**src/rtl/ssp_pkg.sv**
```systemverilog
// ssp_pkg: shared constants and types for the superscalar store buffer.
// Opcode encodings, default widths and the store-buffer entry layout.
package ssp_pkg;

    localparam logic [5:0] OP_LW = 6'b010000;
    localparam logic [5:0] OP_SW = 6'b010001;

    localparam int SSP_AW = 10;
    localparam int SSP_DW = 32;

    typedef struct packed {
        logic              valid;
        logic [SSP_AW-1:0] addr;
        logic [SSP_DW-1:0] data;
    } sb_entry_t;

endpackage

```
**src/rtl/ssp_sb_match.sv**
```systemverilog
// ssp_sb_match: youngest-match search over the live store-buffer window.
// Scans oldest to youngest so the last hit (youngest) wins.
module ssp_sb_match
    import ssp_pkg::*;
#(
    parameter int DEPTH = 4,
    parameter int AW    = SSP_AW,
    parameter int DW    = SSP_DW,
    localparam int PW   = $clog2(DEPTH),
    localparam int CW   = PW + 1
) (
    input  logic [AW-1:0]    addr,
    input  logic [PW-1:0]    head,
    input  logic [CW-1:0]    count,
    input  logic [DEPTH-1:0] ent_valid,
    input  logic [AW-1:0]    ent_addr [DEPTH],
    input  logic [DW-1:0]    ent_data [DEPTH],
    output logic             hit,
    output logic [DW-1:0]    data
);

    logic [PW-1:0] idx;

    // Walk head..tail-1; later (younger) matches overwrite earlier ones.
    always_comb begin
        hit  = 1'b0;
        data = '0;
        idx  = '0;
        for (int i = 0; i < DEPTH; i++) begin
            idx = head + PW'(i);
            if ((CW'(i) < count) && ent_valid[idx] &&
                (ent_addr[idx] == addr)) begin
                hit  = 1'b1;
                data = ent_data[idx];
            end
        end
    end

endmodule

```
**src/rtl/ssp_store_buffer.sv**
```systemverilog
// ssp_store_buffer: dual-lane load/store unit with a FIFO store buffer.
// Stores drain one per cycle; loads forward from the pair or the buffer.
module ssp_store_buffer
    import ssp_pkg::*;
#(
    parameter int DEPTH = 4,
    parameter int AW    = SSP_AW,
    parameter int DW    = SSP_DW
) (
    input  logic          clk1,
    input  logic          reset,
    input  logic [1:0]    req_valid,
    input  logic [1:0]    req_we,
    input  logic [AW-1:0] req_addr0,
    input  logic [AW-1:0] req_addr1,
    input  logic [DW-1:0] req_wdata0,
    input  logic [DW-1:0] req_wdata1,
    output logic          req_ready,
    output logic [1:0]    ld_valid,
    output logic [DW-1:0] ld_data0,
    output logic [DW-1:0] ld_data1,
    output logic          mem_we,
    output logic [AW-1:0] mem_waddr,
    output logic [DW-1:0] mem_wdata,
    output logic [AW-1:0] mem_raddr0,
    output logic [AW-1:0] mem_raddr1,
    input  logic [DW-1:0] mem_rdata0,
    input  logic [DW-1:0] mem_rdata1,
    output logic          sb_empty
);

    localparam int PW = $clog2(DEPTH);
    localparam int CW = PW + 1;
    localparam logic [CW-1:0] READY_MAX = CW'(DEPTH - 2);

    logic [PW-1:0]    head_q, head_d;
    logic [PW-1:0]    tail_q, tail_d;
    logic [CW-1:0]    count_q, count_d;
    logic [DEPTH-1:0] valid_q, valid_d;
    logic [AW-1:0]    addr_q [DEPTH];
    logic [AW-1:0]    addr_d [DEPTH];
    logic [DW-1:0]    data_q [DEPTH];
    logic [DW-1:0]    data_d [DEPTH];
    logic [1:0]       ld_valid_q, ld_valid_d;
    logic [DW-1:0]    ld_data0_q, ld_data0_d;
    logic [DW-1:0]    ld_data1_q, ld_data1_d;

    logic          st0, st1, ld0, ld1;
    logic          drain, fwd1;
    logic [PW-1:0] wr1_idx;
    logic          hit0, hit1;
    logic [DW-1:0] hdata0, hdata1;

    assign req_ready  = (count_q <= READY_MAX);
    assign drain      = (count_q != '0);
    assign sb_empty   = (count_q == '0);
    assign mem_we     = drain;
    assign mem_waddr  = addr_q[head_q];
    assign mem_wdata  = data_q[head_q];
    assign mem_raddr0 = req_addr0;
    assign mem_raddr1 = req_addr1;
    assign ld_valid   = ld_valid_q;
    assign ld_data0   = ld_data0_q;
    assign ld_data1   = ld_data1_q;

    ssp_sb_match #(
        .DEPTH (DEPTH),
        .AW    (AW),
        .DW    (DW)
    ) u_match0 (
        .addr      (req_addr0),
        .head      (head_q),
        .count     (count_q),
        .ent_valid (valid_q),
        .ent_addr  (addr_q),
        .ent_data  (data_q),
        .hit       (hit0),
        .data      (hdata0)
    );

    ssp_sb_match #(
        .DEPTH (DEPTH),
        .AW    (AW),
        .DW    (DW)
    ) u_match1 (
        .addr      (req_addr1),
        .head      (head_q),
        .count     (count_q),
        .ent_valid (valid_q),
        .ent_addr  (addr_q),
        .ent_data  (data_q),
        .hit       (hit1),
        .data      (hdata1)
    );

    // Per-lane accept decode; the pair is taken whole when ready.
    always_comb begin
        st0     = req_ready & req_valid[0] & req_we[0];
        st1     = req_ready & req_valid[1] & req_we[1];
        ld0     = req_ready & req_valid[0] & ~req_we[0];
        ld1     = req_ready & req_valid[1] & ~req_we[1];
        fwd1    = st0 & (req_addr0 == req_addr1);
        wr1_idx = st0 ? (tail_q + PW'(1)) : tail_q;
    end

    // Buffer update: retire head, then append lane 0 and lane 1 stores.
    always_comb begin
        valid_d = valid_q;
        addr_d  = addr_q;
        data_d  = data_q;
        if (drain) begin
            valid_d[head_q] = 1'b0;
        end
        if (st0) begin
            valid_d[tail_q] = 1'b1;
            addr_d[tail_q]  = req_addr0;
            data_d[tail_q]  = req_wdata0;
        end
        if (st1) begin
            valid_d[wr1_idx] = 1'b1;
            addr_d[wr1_idx]  = req_addr1;
            data_d[wr1_idx]  = req_wdata1;
        end
        head_d  = head_q + PW'(drain);
        tail_d  = tail_q + PW'(st0) + PW'(st1);
        count_d = count_q + CW'(st0) + CW'(st1) - CW'(drain);
    end

    // Load results: pair forward beats buffer hit beats MEM.
    always_comb begin
        ld_valid_d = {ld1, ld0};
        ld_data0_d = ld_data0_q;
        ld_data1_d = ld_data1_q;
        if (ld0) begin
            ld_data0_d = hit0 ? hdata0 : mem_rdata0;
        end
        if (ld1) begin
            if (fwd1) begin
                ld_data1_d = req_wdata0;
            end else if (hit1) begin
                ld_data1_d = hdata1;
            end else begin
                ld_data1_d = mem_rdata1;
            end
        end
    end

    // State registers; reset empties the buffer and clears load outputs.
    always_ff @(posedge clk1 or negedge reset) begin
        if (!reset) begin
            head_q     <= '0;
            tail_q     <= '0;
            count_q    <= '0;
            valid_q    <= '0;
            ld_valid_q <= '0;
            ld_data0_q <= '0;
            ld_data1_q <= '0;
            for (int i = 0; i < DEPTH; i++) begin
                addr_q[i] <= '0;
                data_q[i] <= '0;
            end
        end else begin
            head_q     <= head_d;
            tail_q     <= tail_d;
            count_q    <= count_d;
            valid_q    <= valid_d;
            ld_valid_q <= ld_valid_d;
            ld_data0_q <= ld_data0_d;
            ld_data1_q <= ld_data1_d;
            for (int i = 0; i < DEPTH; i++) begin
                addr_q[i] <= addr_d[i];
                data_q[i] <= data_d[i];
            end
        end
    end

endmodule
```
**config.mk**
```make
export PLATFORM = sky130hd
export DESIGN_NAME = ssp_store_buffer
export DESIGN_NICKNAME = d
export VERILOG_FILES = /design/src/rtl/ssp_pkg.sv /design/src/rtl/ssp_sb_match.sv /design/src/rtl/ssp_store_buffer.sv
export SDC_FILE = /design/constraint.sdc
export NUM_CORES = 1
export LEC_CHECK = 0
export CELL_PAD_IN_SITES_DETAIL_PLACEMENT = 2
export CELL_PAD_IN_SITES_GLOBAL_PLACEMENT = 2
export CORE_AREA = 2 2 249 251
export CTS_BUF_LIST = sky130_fd_sc_hd__clkbuf_4
export DETAILED_ROUTE_END_ITERATION = 8
export DIE_AREA = 0 0 251 253
export PLACE_DENSITY_LB_ADDON = 0.1
export REMOVE_ABC_BUFFERS = 1
export SYNTH_ARGS = -nofsm -noshare
export SYNTH_HDL_FRONTEND = slang
export SYNTH_SLANG_ARGS = --single-unit
```
**constraint.sdc**
```tcl
create_clock -name clk1 -period 4.64 [get_ports clk1]
set_input_delay 0.696 -clock clk1 [delete_from_list [all_inputs] [get_ports clk1]]
set_output_delay 0.696 -clock clk1 [all_outputs]
set_load 0.005 [all_outputs]
```
==> reports/summary.md <==
The primary flip-flop cell chosen by synthesis mapping was dfrtp_1. Clock-pin slew was measured on the worst setup and hold paths at 0.07 ns. Overall overflow remaining after global route: 0.

The final clock period utilization by the worst path works out to 0.958. The run gives 0 ns as the sum of negative setup slack. Ranked by instance count, the synthesized netlist is headed by a21oi_1, dfrtp_1, mux2i_1.

285 I/O pins were placed. The share of the synthesized area in the top cell type was 0.317. The logs give 0.282 for the total global routing track utilization and 90,000 um for the overall routed net length. The logs give 1 for the number of buffers inserted by hold repair at cts and 1,047 for the number of DRC markers after the initial detailed-route iteration.

Sort of element at the end of the critical path: an output port. Clock latency on the worst-skew pair, taken at its later pin, is 0.86 ns. Setup repair after global routing left no endpoint under its margin.

The root buffer cell chosen for the clock tree is clkbuf_4. Number of buffers inserted to repair setup after CTS: 0. Post-cts gate resize count: 0. Routability-driven placement finished with a final weighted congestion of 0.914. The detail route stage leaves a number of antenna-violating nets equal to 0.

The worst slew slack as a fraction of its limit was 0.0578; the power density over cell area was 784 nW/um^2. Timing would allow up to 225 MHz. The initial antenna violation count came out at 3.

Yosys printed 0 warnings. VDD sags by at most 0.491 mV. The tools report the number of different library cells in the post-synthesis netlist as 73.

CTS built an H-tree with a depth of 3. From bottom edge to top edge, the die measures 253 um. The number of global-route vias before repair came out at 20,800. By area the synthesized netlist is led by dfrtp_1, mux2i_1, mux4_2, a21oi_1, nor2_1. The final period demand of the worst path came out at 4.45 ns. The placed wire-length estimate is 59,200 um, and the routed via count divided by cell count is 6.03. The flip-flop and latch count after synthesis was 245. The path class of the tightest hold or removal check is input pin to flip-flop. Between clock sinks in the finished design, the worst skew comes to 0.0696 ns. The die covers 63,500 sq um. Nature of the critical path startpoint: a flip-flop. The startpoint identified for the worst hold timing path is mem_rdata0[15]. The final hold violation count came out at 0. The post-synthesis async set-or-reset flop share came out at 1.00. The number of clock buffers added by TritonCTS is 82. For the max-slew violation total from the final report, the log shows 0.

The layout overhead on the synthesized area is 24.2%, and the fraction of layout cells with a size suffix above 1 is 0.177. Row generation in the floorplan step produced 91 rows. After detailed routing, the number of remaining DRC violations is 0.

The net count of the finished layout is 2,458. The run gives 18,900 as the total via count after detailed routing. From left edge to right edge, the die measures 251 um. The count of flip-flops with a built-in enable after synthesis was 0; the mean post-synth cell area was 9.37 sq um. The maximum buffer depth of the clock tree was 3; the effective utilization at floorplan was 0.316. The total clock sinks came out at 245.

TritonCTS built the clock tree. Dividing the detail-routed wire length by the instance count gives 28.7 um. Data on the critical path is required at its endpoint by 3.94 ns. For the pin with the worst max-slew slack, the measured transition is 1.40 ns. The flow ran to the end, and the final reports show no timing, DRC or antenna violations. Leading cell type by number of instances after synthesis: a21oi_1. The area of the core is 61,000 sq um, and the sequential fraction of the synthesis area is 0.317. Port buffering added 284 buffers. The logs give 132 for the pin count of the biggest net entering global routing and 0 for the number of maximum-capacitance constraint violations.

Length of the first detailed-routing pass in iterations: 5. The total chip power came out at 18,800 uW. By startpoint and endpoint, the worst setup path is classified as flip-flop to output port. The logs give 0.393 for the share of the core filled with cells and 19,300 sq um for the synthesized cell area. Setup violations remaining at the end of the flow were counted as 0. The worst register-to-register path begins at head_q[0]. Of all nets on the critical path, the largest fanout is 131.

The static leakage is 0.0101 uW. The data arrival time of the critical path came out at 3.75 ns. Timing startpoint of the critical path: head_q[0]. The first global-routing pass estimated 135,000 um of wire. After technology mapping, the gate count stands at 2,061. Summed over all instances, the cell type with the most area after synthesis is dfrtp_1.
-- per-layer routing --
layer	GRT usage	part of all wire	up-vias
met4	0.105	0.030	0
met2	0.481	0.49	601
met3	0.0422	0.049	178
met1	0.362	0.43	9966
met5	0	0	-
li1	-	-	8153
-- worst max-delay path, stage by stage (launching register included) --
cell and delay, ns:
dfrtp_4 0.43, buf_12 0.34, buf_12 0.70, mux2i_1 0.22
mux2i_1 0.56, clkdlybuf4s50_1 0.63
-- worst paths after layout --
check / to / slack, ns / cells after the start
worst max-delay path: mem_wdata[30] / 0.19 / 5
worst min-delay path: ld_data0[15] / 0.46 / 3
worst max register to register: ld_data0[5] / 0.30 / 12
worst min register to register: ld_data1[0] / 0.55 / 2
max in group asynchronous: data_q[111] / 3.06 / 3
min in group asynchronous: data_q[41] / 0.48 / 2
-- flip-flops by register name, indices dropped and copies added, names as in the netlist --
name      cells
head_q        2
ld_valid      2
data_q      128
valid_q       4
tail_q        2
ld_data1     32
addr_q       40
ld_data0     32
count_q       3
-- where the power goes --
group	leakage [uW]	switching [uW]	internal [uW]
clock	0.000605	1160	1230
combinational	0.00671	6120	5740
sequential	0.00282	1290	3240
-- per-stage QoR --
stage	std cells	worst slack (ns)	instance area [sq um]	hold slack, ns
finish	3134	0.193	24000	0.464
global route	3134	0.00136	24000	0.449
CTS	3131	0.0903	24000	0.376
detailed placement	2994	0.437	23000	0.547
global placement	2994	0.365	23000	0.546
floorplan	1848	-9.03	18300	0.400
-- cells in the final DEF, fill, tap and decap left out, types with 17 or more instances in the layout --
cell	n
clkdlybuf4s50_1	283
xor2_1	27
a221oi_1	23
nor2_1	210
mux2_2	53
nand4_1	17
xnor2_1	63
a211oi_1	46
dfrtp_1	243
a21oi_1	280
o21ai_0	86
mux4_2	95
or3_1	33
clkbuf_4	121
inv_1	24
nand2_1	120
a31o_2	30
o22ai_1	38
mux2i_1	225
nor3_1	40
o21a_1	31
nand3_1	22
buf_4	61
-- final cells by class --
| class | count | area [sq um] |
|---|---|---|
| Tap cell | 790 | 988 |
| Antenna cell | 3 | 7.51 |
| Multi-Input combinational cell | 1575 | 12200 |
| Sequential cell | 245 | 6140 |
| Fill cell | 6685 | 37100 |
| Inverter | 28 | 105 |
| Timing Repair Buffer | 357 | 3540 |
| Clock buffer | 121 | 908 |
| Clock inverter | 15 | 97.6 |
-- logic make-up after synthesis --
logic type,count (synthesis),synth area share
buf+inv,241,0.0586
mux,381,0.268
flops,245,0.317
compound gates,589,0.187
xor+xnor,90,0.0408
simple gates,500,0.117
fa+ha+maj,15,0.0109
No activity file was read; power rests on OpenSTA's default activity.
